## config.mk

```make
export PLATFORM = sky130hd
export DESIGN_NAME = i2s_tx
export DESIGN_NICKNAME = d
export VERILOG_FILES = /design/src/rtl/i2s_pkg.sv /design/src/rtl/i2s_clkgen.sv /design/src/rtl/i2s_tx.sv
export SDC_FILE = /design/constraint.sdc
export NUM_CORES = 1
export LEC_CHECK = 0
export ABC_AREA = 1
export CAP_MARGIN = 20
export CORE_MARGIN = 2
export CORE_UTILIZATION = 40
export DETAILED_ROUTE_END_ITERATION = 16
export PLACE_DENSITY_LB_ADDON = 0.12
export SLEW_MARGIN = 10
export SYNTH_ARGS = -nofsm -noshare
export SYNTH_HDL_FRONTEND = slang
export SYNTH_SLANG_ARGS = --single-unit
```

## constraint.sdc

```tcl
create_clock -name clk -period 3 [get_ports clk]
set_clock_uncertainty 0.15 [all_clocks]
set_input_delay 0.6 -clock clk [delete_from_list [all_inputs] [get_ports clk]]
set_output_delay 0.6 -clock clk [all_outputs]
set_load 0.03 [all_outputs]
```

## src/rtl/i2s_pkg.sv

```systemverilog
// Shared types and elaboration-time helpers for the I2S transmitter.
package i2s_pkg;

  typedef enum logic [1:0] {
    I2S_FMT_PHILIPS = 2'd0,
    I2S_FMT_LJ      = 2'd1,
    I2S_FMT_RJ      = 2'd2
  } i2s_fmt_e;

  // bck toggles twice per bit, 2*slot_w bits per frame
  function automatic int unsigned acc_inc(input int unsigned sample_rate,
                                          input int unsigned slot_w);
    return 4 * sample_rate * slot_w;
  endfunction

  // Accumulator must hold (clk_hz - 1 + inc) before the subtract
  function automatic int unsigned acc_width(input int unsigned clk_hz,
                                            input int unsigned inc);
    return $clog2(clk_hz + inc);
  endfunction

  // The unused encoding 3 falls back to Philips framing
  function automatic i2s_fmt_e decode_fmt(input logic [1:0] f);
    i2s_fmt_e r;
    case (f)
      2'd1:    r = I2S_FMT_LJ;
      2'd2:    r = I2S_FMT_RJ;
      default: r = I2S_FMT_PHILIPS;
    endcase
    return r;
  endfunction

endpackage

```

## src/rtl/i2s_clkgen.sv

```systemverilog
// Fractional (Bresenham) bit-clock generator; flags the clk cycle whose
// edge takes bck from 1 to 0.
module i2s_clkgen
  import i2s_pkg::*;
#(
  parameter int unsigned CLK_HZ      = 32000000,
  parameter int unsigned SAMPLE_RATE = 48000,
  parameter int unsigned SLOT_W      = 16
) (
  input  logic clk,
  input  logic reset_n,
  output logic bck,
  output logic fall_tick
);

  localparam int unsigned INC = acc_inc(SAMPLE_RATE, SLOT_W);
  localparam int unsigned AW  = acc_width(CLK_HZ, INC);

  logic [AW-1:0] acc_q, acc_d, sum;
  logic          bck_q, bck_d, toggle;

  always_comb begin
    sum    = acc_q + AW'(INC);
    toggle = (sum >= AW'(CLK_HZ));
    acc_d  = toggle ? sum - AW'(CLK_HZ) : sum;
    bck_d  = bck_q ^ toggle;
  end

  always_ff @(posedge clk or negedge reset_n) begin
    if (!reset_n) begin
      acc_q <= '0;
      bck_q <= 1'b0;
    end else begin
      acc_q <= acc_d;
      bck_q <= bck_d;
    end
  end

  assign bck       = bck_q;
  // Combinational so the serializer registers update on the same edge as bck
  assign fall_tick = toggle & bck_q;

endmodule

```

## src/rtl/i2s_tx.sv

```systemverilog
// Stereo I2S / left- / right-justified serializer with a one-pair holding
// register, valid/ready intake and sticky underrun flag.
module i2s_tx
  import i2s_pkg::*;
#(
  parameter int unsigned CLK_HZ      = 32000000,
  parameter int unsigned SAMPLE_RATE = 48000,
  parameter int unsigned SAMPLE_W    = 16,
  parameter int unsigned SLOT_W      = 16
) (
  input  logic                clk,
  input  logic                reset_n,
  input  logic [1:0]          fmt,
  input  logic                mute,
  input  logic [SAMPLE_W-1:0] sample_l,
  input  logic [SAMPLE_W-1:0] sample_r,
  input  logic                sample_valid,
  output logic                sample_ready,
  input  logic                underrun_clr,
  output logic                underrun,
  output logic                frame_strobe,
  output logic                bck,
  output logic                ws,
  output logic                sdo
);

  localparam int unsigned     FW       = 2 * SLOT_W;
  localparam int unsigned     CW       = $clog2(FW);
  localparam logic [CW-1:0]   LAST_BIT = CW'(FW - 1);

  function automatic logic [SLOT_W-1:0] fmt_slot(input logic [SAMPLE_W-1:0] s,
                                                 input i2s_fmt_e f,
                                                 input logic m);
    logic [SLOT_W-1:0] slot;
    if (m)                    slot = '0;
    else if (f == I2S_FMT_RJ) slot = SLOT_W'($signed(s));
    else                      slot = SLOT_W'(s) << (SLOT_W - SAMPLE_W);
    return slot;
  endfunction

  logic                fall_tick, frame_start, accept, underrun_set;
  logic [CW-1:0]       bit_cnt_q, bit_cnt_d;
  logic [FW-1:0]       shift_q, shift_d, frame;
  logic [SAMPLE_W-1:0] hold_l_q, hold_l_d, hold_r_q, hold_r_d;
  logic [SAMPLE_W-1:0] prev_l_q, prev_l_d, prev_r_q, prev_r_d, pick_l, pick_r;
  logic                hold_full_q, hold_full_d;
  i2s_fmt_e            fmt_q, fmt_d;
  logic                ws_q, ws_d, sdo_q, sdo_d, last_bit_q, last_bit_d, stream;
  logic                frame_strobe_q, frame_strobe_d, underrun_q, underrun_d;

  i2s_clkgen #(
    .CLK_HZ      (CLK_HZ),
    .SAMPLE_RATE (SAMPLE_RATE),
    .SLOT_W      (SLOT_W)
  ) u_clkgen (
    .clk       (clk),
    .reset_n   (reset_n),
    .bck       (bck),
    .fall_tick (fall_tick)
  );

  assign frame_start = fall_tick && (bit_cnt_q == LAST_BIT);
  assign accept      = sample_valid && !hold_full_q;

  always_comb begin
    bit_cnt_d      = bit_cnt_q;
    shift_d        = shift_q;
    hold_l_d       = hold_l_q;
    hold_r_d       = hold_r_q;
    hold_full_d    = hold_full_q;
    prev_l_d       = prev_l_q;
    prev_r_d       = prev_r_q;
    fmt_d          = fmt_q;
    ws_d           = ws_q;
    sdo_d          = sdo_q;
    last_bit_d     = last_bit_q;
    frame_strobe_d = 1'b0;
    underrun_set   = 1'b0;
    pick_l         = prev_l_q;
    pick_r         = prev_r_q;
    frame          = '0;
    stream         = 1'b0;

    if (accept) begin
      hold_l_d    = sample_l;
      hold_r_d    = sample_r;
      hold_full_d = 1'b1;
    end

    if (fall_tick) begin
      bit_cnt_d = frame_start ? '0 : bit_cnt_q + CW'(1);
      if (frame_start) begin
        fmt_d = decode_fmt(fmt);
        // An offer landing on an empty holding register in this very cycle
        // bypasses it, so the register stays empty afterwards
        if (hold_full_q) begin
          pick_l = hold_l_q;
          pick_r = hold_r_q;
        end else if (accept) begin
          pick_l = sample_l;
          pick_r = sample_r;
        end else begin
          underrun_set = 1'b1;
        end
        hold_full_d    = 1'b0;
        prev_l_d       = pick_l;
        prev_r_d       = pick_r;
        frame          = {fmt_slot(pick_l, fmt_d, mute), fmt_slot(pick_r, fmt_d, mute)};
        stream         = frame[FW-1];
        shift_d        = frame << 1;
        frame_strobe_d = 1'b1;
      end else begin
        stream  = shift_q[FW-1];
        shift_d = shift_q << 1;
      end
      ws_d       = (bit_cnt_d >= CW'(SLOT_W));
      sdo_d      = (fmt_d == I2S_FMT_PHILIPS) ? last_bit_q : stream;
      last_bit_d = stream;
    end

    underrun_d = underrun_set ? 1'b1 : (underrun_clr ? 1'b0 : underrun_q);
  end

  always_ff @(posedge clk or negedge reset_n) begin
    if (!reset_n) begin
      bit_cnt_q      <= LAST_BIT;
      shift_q        <= '0;
      hold_l_q       <= '0;
      hold_r_q       <= '0;
      hold_full_q    <= 1'b0;
      prev_l_q       <= '0;
      prev_r_q       <= '0;
      fmt_q          <= I2S_FMT_PHILIPS;
      ws_q           <= 1'b0;
      sdo_q          <= 1'b0;
      last_bit_q     <= 1'b0;
      frame_strobe_q <= 1'b0;
      underrun_q     <= 1'b0;
    end else begin
      bit_cnt_q      <= bit_cnt_d;
      shift_q        <= shift_d;
      hold_l_q       <= hold_l_d;
      hold_r_q       <= hold_r_d;
      hold_full_q    <= hold_full_d;
      prev_l_q       <= prev_l_d;
      prev_r_q       <= prev_r_d;
      fmt_q          <= fmt_d;
      ws_q           <= ws_d;
      sdo_q          <= sdo_d;
      last_bit_q     <= last_bit_d;
      frame_strobe_q <= frame_strobe_d;
      underrun_q     <= underrun_d;
    end
  end

  assign sample_ready = !hold_full_q;
  assign underrun     = underrun_q;
  assign frame_strobe = frame_strobe_q;
  assign ws           = ws_q;
  assign sdo          = sdo_q;

endmodule

```

==> metrics.txt, run 1 <==
Layout Nets=830; crit path launch type=flip-flop; leakage power=3.803 nW; number of I/O port buffers=44; Final Power=4.125 mW; syn_area_per_cell=8.335 sq um; Crit Path Max Fanout=7; CTS H-Tree Depth=4; initial antenna violation count=0; WL/cell=14.23 microns; Worst Path Required=3.14 ns; CTS buffer count=17; vias in the first global route=5070; clock power share=0.526; clock root buffer master=clkbuf_16; logic gate share of total power=0.050; RSZ-0062 raised after global routing=yes; io pins=45; final WL=14010 microns; Slowest-stage cell, CP=dfrtp_1; Cell variety after synth=32; DIE HEIGHT=127.3 microns; Pre-antenna DRT Iters=5; Worst-Margin Slew=0.6104 ns; Warnings, synthesis=0; crit-path cells=inv_2 > ha_4 > nand2_1 > nand2_2 > nand3_1 > nand2_1 > nand2_1 > nor2_1 > nand3_1 > nor2_2 > nand2_2 > nand3_4 > ha_4 > nand2_1 > buf_4 > nor3_2 > a21oi_1 > inv_1 > nor2_2 > o21ai_1 > o21ai_0; Starting Density=0.4047; critical path data arrival time=2.96 ns; setup TNS=0 ns; CP delay by family, top=simple AND/OR/NAND/NOR gates; Final Max Slew Viols=0; Hold Vio Cnt, Final=0; pin count of the biggest net entering global routing=48; Psw=0.8336 mW; GRT overflow=0; number of core rows=45; P per Cell Area=545.2 nW/um^2; Max Clock Freq=355.2 MHz; #FFs+latches synth=124; worst reg2reg setup slack=0.18 ns; Crit Path Category=flip-flop to flip-flop; Final HPWL DP=9239 microns; HP Class=primary input to asynchronous set/reset pin; slowest stage delay, CP=0.41 ns; Cell Area, Synth=6085 sq um; Max-Cap Viols=0; Iteration-0 DRC Markers=287; # hold bufs at CTS=0; synthesized instance count=730; post-route setup slack=0.1850 ns; worst r2r src=u_clkgen.acc_q[14]$_DFF_PN0_; peak supply drop=0.4181 mV; Detail Route Antenna Nets=0; CTS Buffer Depth=2; gpl congestion=0.8218; Clock Sink Count=124; non-filler cells, final=985; setup violators final=0; EDFF count, synth=0; Final min period=2.815 ns; GRT Total Usage=0.1872; pre-CTS setup slack=-0.1406 ns; top_reg_cell synth=dfrtp_1; Reg clk slew, reported paths=0.05 ns; share of cells above drive strength 1=0.1292; ratio of final minimum period to clock period=0.9383; worst-skew pair later-pin latency=0.41 ns; CORE AREA=15030 sq um; Net Sw Frac=0.2021; register area share after synthesis=0.5110; Reg2Reg Depth=21; Internal=3.292 mW; TritonCTS clock tree=done; Die Wd=127.3 microns; vias per inst=5.134; Reg power frac=0.423; most frequent CP cell=nand2_1; Crit. End Element=flip-flop; worst path bufs/invs=3; max-slew headroom at the worst pin=0.5931; status=complete, no violations; post-placement cell count=952; first-pass GRT wire length=24260 microns; DRC=0; RR Endpoint=sdo$_DFFE_PN0P_; Mapped Nets=776; die area=16210 sq um; via count=5057; antenna diode count=0; Area Growth Syn to Fin=24.37%; post-synthesis async set-or-reset flop share=1.000
cells in the mapped netlist, types with 2 or more instances:
cell | n | share of area
ha_1 | 7 | 0.014
o221ai_1 | 59 | 0.085
o22ai_1 | 2 | 0.0021
inv_1 | 124 | 0.076
nor2_2 | 2 | 0.0021
a21oi_2 | 2 | 0.0029
nand2_1 | 201 | 0.12
buf_1 | 3 | 0.0019
xnor2_1 | 2 | 0.0029
dfrtp_1 | 119 | 0.49
xor2_1 | 6 | 0.0086
nand3_4 | 2 | 0.0058
o21ai_0 | 77 | 0.063
nand4_1 | 16 | 0.016
dfstp_2 | 5 | 0.022
nor2_4 | 2 | 0.0037
buf_2 | 2 | 0.0016
nor3_1 | 4 | 0.0033
nor2_1 | 18 | 0.011
nand2_2 | 4 | 0.0041
a21oi_1 | 6 | 0.0049
inv_2 | 7 | 0.0043
nand3b_1 | 2 | 0.0025
nand3_1 | 24 | 0.020
clkbuf_1 | 27 | 0.017
per-stage QoR:
| stage | instance area, sq um | hold WS, ns | util |
|---|---|---|---|
| final | 7567 | 0.03713 | 0.5034 |
| after global routing | 7567 | 0.08772 | 0.5034 |
| after CTS | 7506 | 0.07263 | 0.4993 |
| after detailed placement | 6832 | 0.3267 | 0.4544 |
| after global placement | 6832 | 0.3200 | 0.4544 |
| after floorplan | 6092 | 0.1544 | - |
layout by cell type (no fill, tap or decap), types with 3 or more instances in the layout:
| cell | count |
|---|---|
| inv_2 | 9 |
| nor2_2 | 5 |
| clkbuf_8 | 7 |
| bufinv_16 | 3 |
| a21oi_1 | 5 |
| nand3_1 | 22 |
| nor2_4 | 3 |
| inv_1 | 122 |
| dfstp_2 | 5 |
| nand2_1 | 196 |
| nand3_2 | 3 |
| o21ai_0 | 75 |
| nand4_1 | 16 |
| ha_1 | 5 |
| dfrtp_1 | 117 |
| clkbuf_16 | 17 |
| clkinv_2 | 3 |
| xor2_1 | 6 |
| nand2_2 | 8 |
| nor3_1 | 3 |
| buf_4 | 24 |
| o221ai_1 | 59 |
| nor2_1 | 14 |
| clkdlybuf4s50_1 | 43 |
area by class of cell:
type | count | area (sq um)
Timing Repair Buffer | 69 | 650.6
Sequential cell | 124 | 3112
Clock buffer | 26 | 529.3
Tap cell | 188 | 235.2
Clock inverter | 6 | 105.1
Inverter | 131 | 491.7
Multi-Input combinational cell | 441 | 2444
Fill cell | 1400 | 7466
flip-flops by register name, indices dropped and copies added, names as in the netlist:
signal,flops
shift_q,31
hold_l_q,16
hold_r_q,16
prev_l_q,16
prev_r_q,16
u_clkgen.acc_q,15
bit_cnt_q,5
fmt_q,2
frame_strobe,1
hold_full_q,1
last_bit_q,1
sdo,1
u_clkgen.bck,1
underrun,1
ws,1
power by group through the flow:
stage	Clock (mW)	Combinational [mW]	Sequential [mW]
detailed placement	0	0.211	1.78
CTS	2.21	0.214	1.75
finish	2.17	0.208	1.75
global placement	0	0.207	1.77
global route	2.30	0.242	1.75
floorplan	0	0.100	1.77
worst max-delay path by stage:
| stage | start | endpoint | slack [ns] | cells past startpoint |
|---|---|---|---|---|
| floorplan | u_clkgen.acc_q[13]$_DFF_PN0_ | shift_q[22]$_DFFE_PN0P_ | 0.03 | 19 |
| global placement | u_clkgen.acc_q[14]$_DFF_PN0_ | sdo$_DFFE_PN0P_ | -0.04 | 18 |
| detailed placement | u_clkgen.acc_q[14]$_DFF_PN0_ | sdo$_DFFE_PN0P_ | -0.14 | 18 |
| finish | u_clkgen.acc_q[14]$_DFF_PN0_ | sdo$_DFFE_PN0P_ | 0.18 | 21 |
| global route | u_clkgen.acc_q[18]$_DFF_PN0_ | sdo$_DFFE_PN0P_ | -0.02 | 20 |
| CTS | u_clkgen.acc_q[13]$_DFF_PN0_ | sdo$_DFFE_PN0P_ | 0.004 | 21 |
cell families after synthesis:
logic type	Yosys count	share of synthesized area
simple gates	277	0.1954
buf+inv	165	0.1041
compound gates	147	0.1594
flops	124	0.5110
xor+xnor	9	0.01419
fa+ha+maj	7	0.01439
mux	1	0.001645
metal layers:
| layer | global-route usage | vias up | share of wire |
|---|---|---|---|
| met5 | 0 | - | 0 |
| met2 | 0.3076 | 94 | 0.48 |
| met4 | 0.06464 | 0 | 0.013 |
| met1 | 0.2444 | 2440 | 0.47 |
| li1 | - | 2506 | - |
| met3 | 0.04313 | 17 | 0.037 |
timing repair:
item,4_1_cts,5_1_grt
resized for setup,8,18
pin swaps,1,4
buffers inserted,0,1
setup endpoints to repair,9,38
(Power assumes the default switching activity.)
==> run 2, diff against run 1 <==
CORE_UTILIZATION = 50   (was 40)
GPL_TIMING_DRIVEN = 0   (was default)
==> metrics.txt, run 2 (same netlist as run 1, synthesis figures left out) <==
GRT overflow=0; Crit. End Element=flip-flop; WL/cell=15.47 microns; CTS H-Tree Depth=4; Max-Cap Viols=0; ratio of final minimum period to clock period=0.9587; io pins=45; Die Wd=114.3 microns; TritonCTS clock tree=done; most frequent cells in the layout=192 x nand2_1, 119 x inv_1, 117 x dfrtp_1; vias in the first global route=5444; max-slew headroom at the worst pin=0.4703; most frequent CP cell=nand2_2; Internal=3.408 mW; pin count of the biggest net entering global routing=85; P per Cell Area=555.4 nW/um^2; crit path launch type=flip-flop; footprint of the multi-input gates=2501 sq um; share of cells above drive strength 1=0.1455; die area=13070 sq um; number of I/O port buffers=44; DRC=0; GRT Total Usage=0.2453; Pre-antenna DRT Iters=4; setup violators final=0; Clock Sink Count=124; Final min period=2.876 ns; Layout Utilization=0.6447; Psw=0.8745 mW; Crit Path Category=flip-flop to flip-flop; CP delay by family, top=simple AND/OR/NAND/NOR gates; max reg flops=31; antenna diode count=0; final WL=14930 microns; critical path data arrival time=2.99 ns; register area=3112 sq um; Net Sw Frac=0.2042; Final Power=4.283 mW; RSZ-0062 raised after global routing=yes; pre-CTS setup slack=-0.6226 ns; logic gate share of total power=0.050; Area Growth Syn to Fin=26.73%; Max Clock Freq=347.7 MHz; Iteration-0 DRC Markers=308; commonest non-fill, non-tap cell in the layout=nand2_1; clock root buffer master=clkbuf_16; Fin Hold WS=0.3380 ns; Final HPWL DP=9858 microns; post-route setup slack=0.1239 ns; DIE HEIGHT=114.3 microns; Worst Path Required=3.11 ns; Detail Route Antenna Nets=0; Hold Vio Cnt, Final=0; status=complete, no violations; via count=5337; HP Class=flip-flop to flip-flop; CTS Buffer Depth=2; worst path bufs/invs=5; crit-path cells=inv_2 > ha_4 > nand2_2 > nand2_2 > nand2_2 > nand3_2 > nor2_4 > nand2_2 > nand2_1 > nand2_2 > nand3_4 > nand3_4 > buf_8 > ha_4 > nand2_4 > inv_4 > buf_4 > buf_6 > nand2_1 > o221ai_1; first-pass GRT wire length=25170 microns; CTS buffer count=17; Layout Nets=851; number of core rows=40; Reg power frac=0.408; initial antenna violation count=0; FILL cells=1002; Final Max Slew Viols=0; peak supply drop=0.3449 mV; Slowest-stage cell, CP=dfrtp_2; CORE AREA=11960 sq um; gpl congestion=0.8324; worst-skew pair later-pin latency=0.42 ns; Worst-Margin Slew=0.7916 ns; Starting Density=0.5087; Top reg by flops=shift_q; clock power share=0.542; slowest stage delay, CP=0.40 ns; leakage power=3.870 nW; vias per inst=5.531; Crit Path Max Fanout=10; Reg clk slew, reported paths=0.06 ns
## run 2: cell count changes in the layout (fill, tap and decap cells not counted), moves of 5 or more
cell	delta
buf_4	-8
clkbuf_1	+16
clkbuf_2	+5
clkbuf_8	-6
o221ai_1	-5
o221ai_2	+5
## run 2: layer usage
metal,track usage,share of wire,vias up
met1,0.2968,0.42,2636
met2,0.4341,0.52,120
met4,0.09187,0.019,0
met5,0,0,-
met3,0.04870,0.040,28
li1,-,-,2553
## run 2: cell type report
class                           instances  share of cell area
Sequential cell                       124              0.4035
Clock buffer                           20             0.05793
Clock inverter                         12             0.02823
Buffer                                 32             0.02418
Tap cell                              147             0.02385
Multi-Input combinational cell        441              0.3244
Inverter                              131             0.06409
Timing Repair Buffer                   58             0.07383
## run 2: through the flow
step / instances / instance area [sq um] / setup TNS, ns
after floorplan: 730 / 6092 / 0
after global placement: 921 / 6716 / -480.50
after detailed placement: 922 / 6745 / -43.24
after CTS: 960 / 7575 / 0
after global routing: 965 / 7711 / -0.6947
final: 965 / 7711 / 0
## run 2: worst reg2reg max path: stages, from the launching register on
cell and delay, ns:
dfrtp_2 0.40, inv_2 0.06, ha_4 0.19, nand2_2 0.09, nand2_2 0.07, nand2_2 0.10, nand3_2 0.10, nor2_4 0.14
nand2_2 0.08, nand2_1 0.08, nand2_2 0.07, nand3_4 0.11, nand3_4 0.08, buf_8 0.13, ha_4 0.17, nand2_4 0.11
inv_4 0.06, buf_4 0.16, buf_6 0.15, nand2_1 0.10, o221ai_1 0.11
## run 2: what timing repair did
action	CTS	global route
hold buffers	1	0
hold endpoints to repair	39	0
pin swaps	6	13
buffers inserted	6	6
endpoints found under the setup margin	76	68
resized for setup	38	36
## run 2: power groups by stage
stage	Combinational (mW)	Clock, mW	Sequential [mW]
floorplan	0.100	0	1.77
global placement	0.199	0	1.78
detailed placement	0.211	0	1.78
CTS	0.216	2.34	1.75
global route	0.243	2.42	1.75
finish	0.214	2.32	1.75
## run 2: worst paths after layout
path                                                   start                       end  slack, ns  cells after the start
worst max-delay path            u_clkgen.acc_q[14]$_DFF_PN0_   shift_q[10]$_DFFE_PN0P_       0.12                     20
worst min-delay path                 prev_r_q[8]$_DFFE_PN0P_   prev_r_q[8]$_DFFE_PN0P_       0.34                      2
worst max register to register  u_clkgen.acc_q[14]$_DFF_PN0_   shift_q[10]$_DFFE_PN0P_       0.12                     20
worst min register to register       prev_r_q[8]$_DFFE_PN0P_   prev_r_q[8]$_DFFE_PN0P_       0.34                      2
max in group asynchronous                            reset_n  hold_r_q[12]$_DFFE_PN0P_       1.43                      3
min in group asynchronous                            reset_n   hold_l_q[6]$_DFFE_PN0P_       0.52                      2
